## src/rtl/tx_intf_pkg.sv

```systemverilog
// Shared definitions for the tx DMA ingress path: FSM states, the header
// word0 field positions, err_flags bit indices and the payload word count.
package tx_intf_pkg;

  typedef enum logic [2:0] {
    S_IDLE    = 3'd0,
    S_HDR1    = 3'd1,
    S_PAYLOAD = 3'd2,
    S_DRAIN   = 3'd3,
    S_DONE    = 3'd4
  } tx_state_t;

  // header word0 layout
  localparam int unsigned HDR_SGI_BIT     = 53;
  localparam int unsigned HDR_RATE_HT_BIT = 52;
  localparam int unsigned HDR_RATE_MSB    = 51;
  localparam int unsigned HDR_RATE_LSB    = 48;
  localparam int unsigned HDR_LEN_MSB     = 47;
  localparam int unsigned HDR_LEN_LSB     = 32;

  // err_flags = {timeout, overrun, underrun}
  localparam int unsigned ERR_UNDERRUN = 0;
  localparam int unsigned ERR_OVERRUN  = 1;
  localparam int unsigned ERR_TIMEOUT  = 2;

  localparam int unsigned NUM_SYM_W = 14;

  // payload words of 8 bytes needed to carry len bytes
  function automatic logic [NUM_SYM_W-1:0] num_dma_symbol(input logic [15:0] len);
    return NUM_SYM_W'(len[15:3]) + NUM_SYM_W'(len[2:0] != 3'd0);
  endfunction

endpackage

```

## src/rtl/tx_intf_intr_delay.sv

```systemverilog
// Delays tx_pkt_intr by count_top+1 cycles after a packet completes.
// Ports: clk, rst (sync, active-high), done (1-cycle packet-complete pulse),
//        count_top (delay), tx_pkt_intr (1-cycle interrupt pulse).
module tx_intf_intr_delay (
  input  logic        clk,
  input  logic        rst,
  input  logic        done,
  input  logic [14:0] count_top,
  output logic        tx_pkt_intr
);

  logic [15:0] r_count;
  logic        r_run;
  logic [15:0] w_top;
  logic        w_hit;

  assign w_top = {1'b0, count_top};
  // r_run suppresses the pulse after reset, when the counter also sits at 0
  assign w_hit = r_run && (r_count == w_top);
  assign tx_pkt_intr = w_hit;

  always_ff @(posedge clk) begin
    if (rst) begin
      r_count <= '0;
      r_run   <= 1'b0;
    end else if (done) begin
      r_count <= '0;
      r_run   <= 1'b1;
    end else begin
      if (r_count < w_top + 16'd1) r_count <= r_count + 16'd1;
      if (w_hit) r_run <= 1'b0;
    end
  end

endmodule

```

## src/rtl/tx_intf_s_axis_to_pl.sv

```systemverilog
// Accepts one packet per DMA MM2S transfer: strips the 2-word header
// (rate/len, target TSF), forwards payload to the tx accumulator with flow
// control, checks payload length against pkt_len, recovers from tlast
// mismatch and stalls, and raises a delayed tx_pkt_intr per good packet.
// Ports: s_axis_* (DMA slave), data_*_acc (accumulator handshake),
//        pkt_rate/pkt_len/ht_sgi/tsf_target/hdr_valid (header out),
//        tx_abort, err_flags, monitor_num_dma_symbol (status),
//        timeout_enable/timeout_top/tsf_pulse_1M (stall recovery),
//        count_top/tx_pkt_intr (interrupt).
// Optional: TX_INTF_ERR_COUNT_EN adds err_count (saturating abort count).
module tx_intf_s_axis_to_pl
  import tx_intf_pkg::*;
#(
  parameter int C_S00_AXIS_TDATA_WIDTH = 64,
  parameter int TSF_TIMER_WIDTH        = 64,
  parameter int MAX_BIT_NUM_DMA_SYMBOL = 14
) (
  input  logic                              clk,
  input  logic                              rst,
  input  logic [C_S00_AXIS_TDATA_WIDTH-1:0] s_axis_tdata,
  input  logic                              s_axis_tvalid,
  input  logic                              s_axis_tlast,
  output logic                              s_axis_tready,
  output logic [C_S00_AXIS_TDATA_WIDTH-1:0] data_to_acc,
  output logic                              data_valid_to_acc,
  input  logic                              data_ready_from_acc,
  output logic [7:0]                        pkt_rate,
  output logic [15:0]                       pkt_len,
  output logic                              ht_sgi,
  output logic [TSF_TIMER_WIDTH-1:0]        tsf_target,
  output logic                              hdr_valid,
  output logic                              tx_abort,
  output logic [MAX_BIT_NUM_DMA_SYMBOL-1:0] monitor_num_dma_symbol,
  input  logic                              timeout_enable,
  input  logic [12:0]                       timeout_top,
  input  logic                              tsf_pulse_1M,
  input  logic [14:0]                       count_top,
  output logic                              tx_pkt_intr,
  output logic [2:0]                        err_flags
`ifdef TX_INTF_ERR_COUNT_EN
  ,
  output logic [15:0]                       err_count
`endif
);

  localparam int NSW = MAX_BIT_NUM_DMA_SYMBOL;

  tx_state_t r_state, w_next;

  logic                       r_rate_ht;
  logic [3:0]                 r_rate;
  logic                       r_sgi;
  logic [15:0]                r_len;
  logic [NSW-1:0]             r_num_sym;
  logic [TSF_TIMER_WIDTH-1:0] r_tsf;
  logic                       r_hdr_valid;
  logic                       r_tx_abort;
  logic [2:0]                 r_err_flags;
  logic [NSW-1:0]             r_cnt;
  logic [13:0]                r_stall;

  logic           w_tready;
  logic           w_acc_valid;
  logic           w_xfer;
  logic           w_hdr;
  logic           w_abort;
  logic [2:0]     w_err_set;
  logic           w_active;
  logic           w_timeout;
  logic           w_num_zero;
  logic [NSW-1:0] w_last_idx;

  assign w_active   = (r_state == S_HDR1) || (r_state == S_PAYLOAD) || (r_state == S_DRAIN);
  assign w_timeout  = timeout_enable && w_active && (r_stall > {1'b0, timeout_top});
  assign w_num_zero = (r_num_sym == '0);
  assign w_last_idx = r_num_sym - NSW'(1);
  assign w_xfer     = s_axis_tvalid && w_tready;

  always_comb begin
    w_next      = r_state;
    w_tready    = 1'b0;
    w_acc_valid = 1'b0;
    w_hdr       = 1'b0;
    w_abort     = 1'b0;
    w_err_set   = '0;
    // timeout wins over a word offered in the same cycle: tready stays 0
    if (w_timeout) begin
      w_err_set[ERR_TIMEOUT] = 1'b1;
      w_abort                = 1'b1;
      w_next                 = S_IDLE;
    end else begin
      unique case (r_state)
        S_IDLE: begin
          w_tready = 1'b1;
          if (s_axis_tvalid) begin
            if (s_axis_tlast) begin
              w_err_set[ERR_UNDERRUN] = 1'b1;
              w_abort                 = 1'b1;
            end else begin
              w_next = S_HDR1;
            end
          end
        end
        S_HDR1: begin
          w_tready = 1'b1;
          if (s_axis_tvalid) begin
            w_hdr = 1'b1;
            if (s_axis_tlast) begin
              if (w_num_zero) begin
                w_next = S_DONE;
              end else begin
                w_err_set[ERR_UNDERRUN] = 1'b1;
                w_abort                 = 1'b1;
                w_next                  = S_IDLE;
              end
            end else if (w_num_zero) begin
              w_err_set[ERR_OVERRUN] = 1'b1;
              w_next                 = S_DRAIN;
            end else begin
              w_next = S_PAYLOAD;
            end
          end
        end
        S_PAYLOAD: begin
          w_tready    = data_ready_from_acc;
          w_acc_valid = s_axis_tvalid;
          if (w_xfer) begin
            if (s_axis_tlast) begin
              if (r_cnt == w_last_idx) begin
                w_next = S_DONE;
              end else begin
                w_err_set[ERR_UNDERRUN] = 1'b1;
                w_abort                 = 1'b1;
                w_next                  = S_IDLE;
              end
            end else if (r_cnt == w_last_idx) begin
              w_err_set[ERR_OVERRUN] = 1'b1;
              w_next                 = S_DRAIN;
            end
          end
        end
        S_DRAIN: begin
          w_tready = 1'b1;
          if (s_axis_tvalid && s_axis_tlast) begin
            w_abort = 1'b1;
            w_next  = S_IDLE;
          end
        end
        S_DONE: begin
          w_next = S_IDLE;
        end
        default: begin
          w_next = S_IDLE;
        end
      endcase
    end
  end

  always_ff @(posedge clk) begin
    if (rst) begin
      r_state     <= S_IDLE;
      r_rate_ht   <= 1'b0;
      r_rate      <= '0;
      r_sgi       <= 1'b0;
      r_len       <= '0;
      r_num_sym   <= '0;
      r_tsf       <= '0;
      r_hdr_valid <= 1'b0;
      r_tx_abort  <= 1'b0;
      r_err_flags <= '0;
      r_cnt       <= '0;
      r_stall     <= '0;
    end else begin
      r_state     <= w_next;
      r_hdr_valid <= w_hdr;
      r_tx_abort  <= w_abort;
      // a new header clears the sticky flags; errors raised in that same cycle still land
      r_err_flags <= (w_hdr ? 3'b000 : r_err_flags) | w_err_set;

      if (r_state == S_IDLE && s_axis_tvalid && !w_timeout) begin
        r_sgi     <= s_axis_tdata[HDR_SGI_BIT];
        r_rate_ht <= s_axis_tdata[HDR_RATE_HT_BIT];
        r_rate    <= s_axis_tdata[HDR_RATE_MSB:HDR_RATE_LSB];
        r_len     <= s_axis_tdata[HDR_LEN_MSB:HDR_LEN_LSB];
        r_num_sym <= NSW'(num_dma_symbol(s_axis_tdata[HDR_LEN_MSB:HDR_LEN_LSB]));
        r_cnt     <= '0;
      end
      if (w_hdr) r_tsf <= s_axis_tdata[TSF_TIMER_WIDTH-1:0];
      if (r_state == S_PAYLOAD && w_xfer) r_cnt <= r_cnt + NSW'(1);

      if (r_state == S_IDLE || w_xfer) begin
        r_stall <= '0;
      end else if (w_active && tsf_pulse_1M && r_stall != '1) begin
        r_stall <= r_stall + 14'd1;
      end
    end
  end

`ifdef TX_INTF_ERR_COUNT_EN
  logic [15:0] r_err_count;

  always_ff @(posedge clk) begin
    if (rst) begin
      r_err_count <= '0;
    end else if (r_tx_abort && r_err_count != '1) begin
      r_err_count <= r_err_count + 16'd1;
    end
  end

  assign err_count = r_err_count;
`endif

  tx_intf_intr_delay u_intr_delay (
    .clk         (clk),
    .rst         (rst),
    .done        (r_state == S_DONE),
    .count_top   (count_top),
    .tx_pkt_intr (tx_pkt_intr)
  );

  assign s_axis_tready          = w_tready && !rst;
  assign data_valid_to_acc      = w_acc_valid && !rst;
  assign data_to_acc            = (r_state == S_PAYLOAD) ? s_axis_tdata : '0;
  assign pkt_rate               = {r_rate_ht, 3'b000, r_rate};
  assign pkt_len                = r_len;
  assign ht_sgi                 = r_sgi;
  assign tsf_target             = r_tsf;
  assign hdr_valid              = r_hdr_valid;
  assign tx_abort               = r_tx_abort;
  assign err_flags              = r_err_flags;
  assign monitor_num_dma_symbol = r_num_sym;

endmodule

```

## config.mk

```make
export PLATFORM = sky130hd
export DESIGN_NAME = tx_intf_s_axis_to_pl
export DESIGN_NICKNAME = d
export VERILOG_FILES = /design/src/rtl/tx_intf_pkg.sv /design/src/rtl/tx_intf_intr_delay.sv /design/src/rtl/tx_intf_s_axis_to_pl.sv
export SDC_FILE = /design/constraint.sdc
export NUM_CORES = 1
export LEC_CHECK = 0
export BUFFER_PORTS_ARGS = -buffer_cell sky130_fd_sc_hd__buf_2
export CAP_MARGIN = 20
export CORE_MARGIN = 4
export CORE_UTILIZATION = 51
export DETAILED_ROUTE_END_ITERATION = 12
export PLACE_DENSITY = 0.8
export SYNTH_ARGS = -nofsm -noshare
export SYNTH_HDL_FRONTEND = slang
export SYNTH_SLANG_ARGS = --single-unit
```

## constraint.sdc

```tcl
create_clock -name clk -period 3.6 [get_ports clk]
set_input_delay 0.36 -clock clk [delete_from_list [all_inputs] [get_ports clk]]
set_output_delay 0.36 -clock clk [all_outputs]
set_load 0.01 [all_outputs]
```

* Word level (Yosys, flattened, before mapping)
Cells that the tools add are included.
Storage, ports and cells: flip-flop bits (word level) 153, input bits 99, output and inout port bits 175, word-level logic and storage cells 109
Operators by class: add/subtract/negate cells 6, $lt $le $gt $ge 2, eq/ne operators 13, multiplexer cells 46, bitwise gates (word level) 1, reductions and logical operators 27
Operator list (count):
- $mux 64 | 1
- $mux 3 | 11
- $add 14x1->14 const B | 2
- $mux 14 | 2
- $mux 1 | 24
- $add 15x1->16 const B | 1
- $add 16x1->16 const B | 1
- $eq 16x15->1 | 1
- $lt 16x16->1 | 1
- $add 13x1->14 | 1
- $eq 14x14->1 | 1
- $gt 14x13->1 | 1
- $logic_not 14->1 | 1
- $ne 14x14->1 const B | 1
- $sub 14x1->14 const B | 1
- $logic_and 1x1->1 | 12
- $pmux 3 s4 | 1
- $ne 2x2->1 const B | 4
- $eq 3x2->1 const B | 2
- $mux 2 | 3
- $reduce_and 6->1 | 1
- $reduce_or 2->1 | 3
- $pmux 1 s2 | 2
- $pmux 1 s4 | 1
- 12 further kinds | 16

* Logic depth before layout (Yosys ltp)
depth after elaboration 11, gate-level depth with buffers 15, depth with buffers taken out 13

* By module
From an unflattened synthesis, not the netlist that was laid out.
Unflattened totals: cells, all modules 1068, area total of the unflattened synthesis 8215.4 µm²
Modules (own cells, without submodules):
- tx_intf_s_axis_to_pl | instances 1, cells each 878, area each 6697.7 µm², seq. area each 2722.6 µm²
- tx_intf_intr_delay | instances 1, cells each 190, area each 1517.7 µm², seq. area each 340.3 µm²

* Least setup slack after synthesis
No wires, ideal clock.
path type input -> register, start point input count_top[2], end point register u_intr_delay.r_count[10], library setup time 0.070 ns, arrival time 3.087 ns, setup slack 0.443 ns, stages on the path 14, buffers on the path 1, path through and3_1 > and3_1 > nand3_1 > nor3_1 > nand3_1 > xor2_1 > ha_1 > nand2_1 > nor3_1 > a221o_1 > a31o_2 > clkbuf_1 > or4_1 > a21oi_1
On the way: longest elaborated chain between the ends 2
RTL lines:
- from (decl) | line tx_intf_s_axis_to_pl.sv:37 | input logic [14:0] count_top,
- $add 15x1->16 | line tx_intf_intr_delay.sv:30 | if (r_count < w_top + 16'd1) r_count <= r_count + 16'd1;
- $lt 16x16->1 | line tx_intf_intr_delay.sv:30
- to (signal assigned) | line tx_intf_intr_delay.sv:30
- to (decl) | line tx_intf_intr_delay.sv:12 | logic [15:0] r_count;
Every way passes these cells. A chain may end at the register's enable or synchronous reset.

* Worst setup path after layout
start point register r_stall[4], end point output s_axis_tready
On the way: longest elaborated chain between the ends 4
RTL lines:
- from (decl) | line tx_intf_s_axis_to_pl.sv:60 | logic [13:0] r_stall;
- from (signal assigned) | line tx_intf_s_axis_to_pl.sv:194 | r_stall <= r_stall + 14'd1;
- $gt 14x13->1 | line tx_intf_s_axis_to_pl.sv:74 | assign w_timeout = timeout_enable && w_active && (r_stall > {1'b0, timeout_top});
- $logic_and 1x1->1 | line tx_intf_s_axis_to_pl.sv:74
- $mux 1 | line tx_intf_s_axis_to_pl.sv:87 | if (w_timeout) begin
- $logic_and 1x1->1 | line tx_intf_s_axis_to_pl.sv:221 | assign s_axis_tready = w_tready && !rst;
- to (decl) | line tx_intf_s_axis_to_pl.sv:23 | output logic s_axis_tready,
Every way passes these cells.

==> summary.txt <==
Run status = finished clean
Fin crit period = 3.32 ns
Leak = 4.74 nW
Die X = 136 um
Routed len/inst = 15.9 um
IO buf count = 270
Initial DRC Count = 573
CP endpoint kind = primary output
Die H = 136 um
Dpl ws = 0.0171 ns
CP Data Arrival Time = 2.96 ns
Placed Area = 9910 sq um
Clock Pin Slew Worst Setup and Hold Paths = 0.06 ns
DRC viols = 0
Synth top area cells = dfxtp_1 (36%), nand2_1 (9.4%), a21oi_1 (7.6%)
Cell count after synthesis = 1093
Core Area = 16000 sq um
Sink Count = 153
Relative slew slack = 0.494
Register area share after synthesis = 0.364
Power Density = 500 nW/um^2
Synth area leader = dfxtp_1
Via Count = 8561
RSZ-0062 raised after global routing = no
Vias per inst = 5.48
Inst Count DP = 1530
Top-count cell post-synth = nand2_1
Fin cells = 1562
Setup violators final = 0
Clock buffer depth = 2
Overall power = 5.26 mW
Post-route ant nets = 0
HPWL after DPL = 18300 um
Avg Cell Area, Syn = 7.70 sq um
Cell variety after synth = 64
Peak VDD IR = 0.000380 V
Share of the synthesized area in the top cell type = 0.364
Finished Cell Area = 10500 sq um
Num rows = 46
Initial antenna violation count = 0
Req. time, crit path = 3.24 ns
First-pass GRT wire length = 38500 um
Fin worst setup slack = 0.277 ns
Initial Util = 0.526
DRT Wirelength = 24900 um
Post-route clock period utilization = 0.923
Share of layout cells above drive strength 1 = 0.244
Setup TNS = 0 ns
Boundary pin count = 274
Post-CTS resize count = 0
CP Class = flop to primary output
Yosys Warn Count = 0
Synth Register Bits = 153
Final Hold Vio Count = 0
TritonCTS clock tree = built
Crit path max fanout = 7
Area Growth Syn to Fin = 25.0%
Worst-Margin Slew = 0.753 ns
Syn Std Cell Area = 8410 sq um
Vias in the first global route = 7836
Crit path launch type = flop
DIE AREA = 18600 sq um
Nets = 1469
Worst-Skew Late Latency = 0.42 ns
H-tree Lvls = 4
Clock Root Buffer = clkbuf_16
Total Routing Usage GR = 0.258
Global route overflow = 0
Commonest cells post-synth = nand2_1 (210), dfxtp_1 (153), a21oi_1 (128), and2_1 (68), nor2_1 (62)
Router iterations before antenna repair = 6
# hold bufs at CTS = 0
Largest net degree at the start of global routing = 67
Final GP Congestion = 0.940
Fmax = 301 MHz
CTS buffer count = 17
Setup Fix Bufs, Post-CTS = 0
Ys flop type = dfxtp_1
Worst Hold Class = primary input to flop
Max Slew Vio Count = 0
Diodes inserted = 0
# Max-Cap Violations = 0
Async set-reset flop share out of synthesis = 0
Clock skew = 0.0107 ns
EDFF count, synth = 0
==> through the flow <==
| stage | hold slack [ns] | utilization |
|---|---|---|
| after floorplan | 0.437 | - |
| after global placement | 0.439 | 0.619 |
| after detailed placement | 0.443 | 0.619 |
| after CTS | 0.167 | 0.657 |
| after global routing | 0.171 | 0.657 |
| final | 0.182 | 0.657 |
==> layout make-up <==
cell class / instances / area (sq um)
Fill cell: 1366 / 5480
Inverter: 32 / 120
Tap cell: 216 / 270
Timing Repair Buffer: 283 / 1460
Clock buffer: 22 / 464
Sequential cell: 153 / 3060
Clock inverter: 10 / 141
Multi-Input combinational cell: 846 / 4990
==> kinds of logic (layout without fill, tap and decap cells) <==
group | Yosys count | in the layout | synth area share
flip-flops | 153 | 153 | 0.364
XOR/XNOR | 69 | 69 | 0.0718
buffers and inverters | 96 | 347 | 0.0461
AO/OA/AOI/OAI | 213 | 213 | 0.152
other | 1 | 3 | 0.000446
multiplexers | 5 | 5 | 0.00595
AND/OR/NAND/NOR | 519 | 519 | 0.305
adder cells (fa/ha/maj) | 37 | 37 | 0.0550
==> sequential cells by signal (all words and copies together), names as in the netlist <==
name and count:
err_flags 3, ht_sgi 1, tsf_target 64, r_rate 4, r_cnt 14, r_state 3
u_intr_delay.r_run 1, u_intr_delay.r_count 16, r_stall 14, monitor_num_dma_symbol 14, hdr_valid 1, tx_abort 1
pkt_len 16, r_rate_ht 1
==> placed cells by master (no fill, tap or decap), drive strengths merged, types with 4 or more instances in the layout <==
cell type,n
buf,283
nand2,211
dfxtp,153
a21oi,128
and2,68
nor2,64
nand3,54
xnor2,41
ha,37
inv,34
xor2,28
and3,25
clkbuf,22
o21ai,21
nor3,20
nand4,17
a211oi,16
or4,11
nand2b,10
o31ai,9
nand3b,8
or3,7
nor2b,5
mux2i,5
o311ai,5
a21o,4
a31oi,4
o41ai,4
nand4b,4
==> worst max-delay path, cell delays in order, from the launching register on <==
cell       delay, ns
dfxtp_1         0.36
ha_1            0.33
nand4_1         0.16
or4_4           0.53
o2111ai_2       0.19
nand2_4         0.14
or2_2           0.36
nor3_1          0.28
buf_2           0.19
==> final timing paths <==
check	from	to	slack, ns	cells after the start
min	s_axis_tdata[22]	tsf_target[22]	0.18	3
min reg2reg	r_rate[3]	r_rate[3]	0.45	2
max reg2reg	monitor_num_dma_symbol[0]	tx_abort	0.54	9
max	r_stall[4]	s_axis_tready	0.28	8
==> layer usage <==
layer / up-vias / track usage / wire, um
met5: - / 0 / 0
met3: 27 / 0.0570 / 1710
met2: 300 / 0.435 / 12200
met4: 0 / 0.0733 / 301
met1: 4006 / 0.333 / 10700
li1: 4228 / - / -
==> power by group <==
group | internal (mW) | leakage [nW] | switching, mW
Clock | 1.13 | 0.291 | 0.699
Sequential | 1.85 | 1.24 | 0.128
Combinational | 0.559 | 3.20 | 0.893
Total | 3.54 | 4.74 | 1.72
No activity file was read; power rests on OpenSTA's default activity.
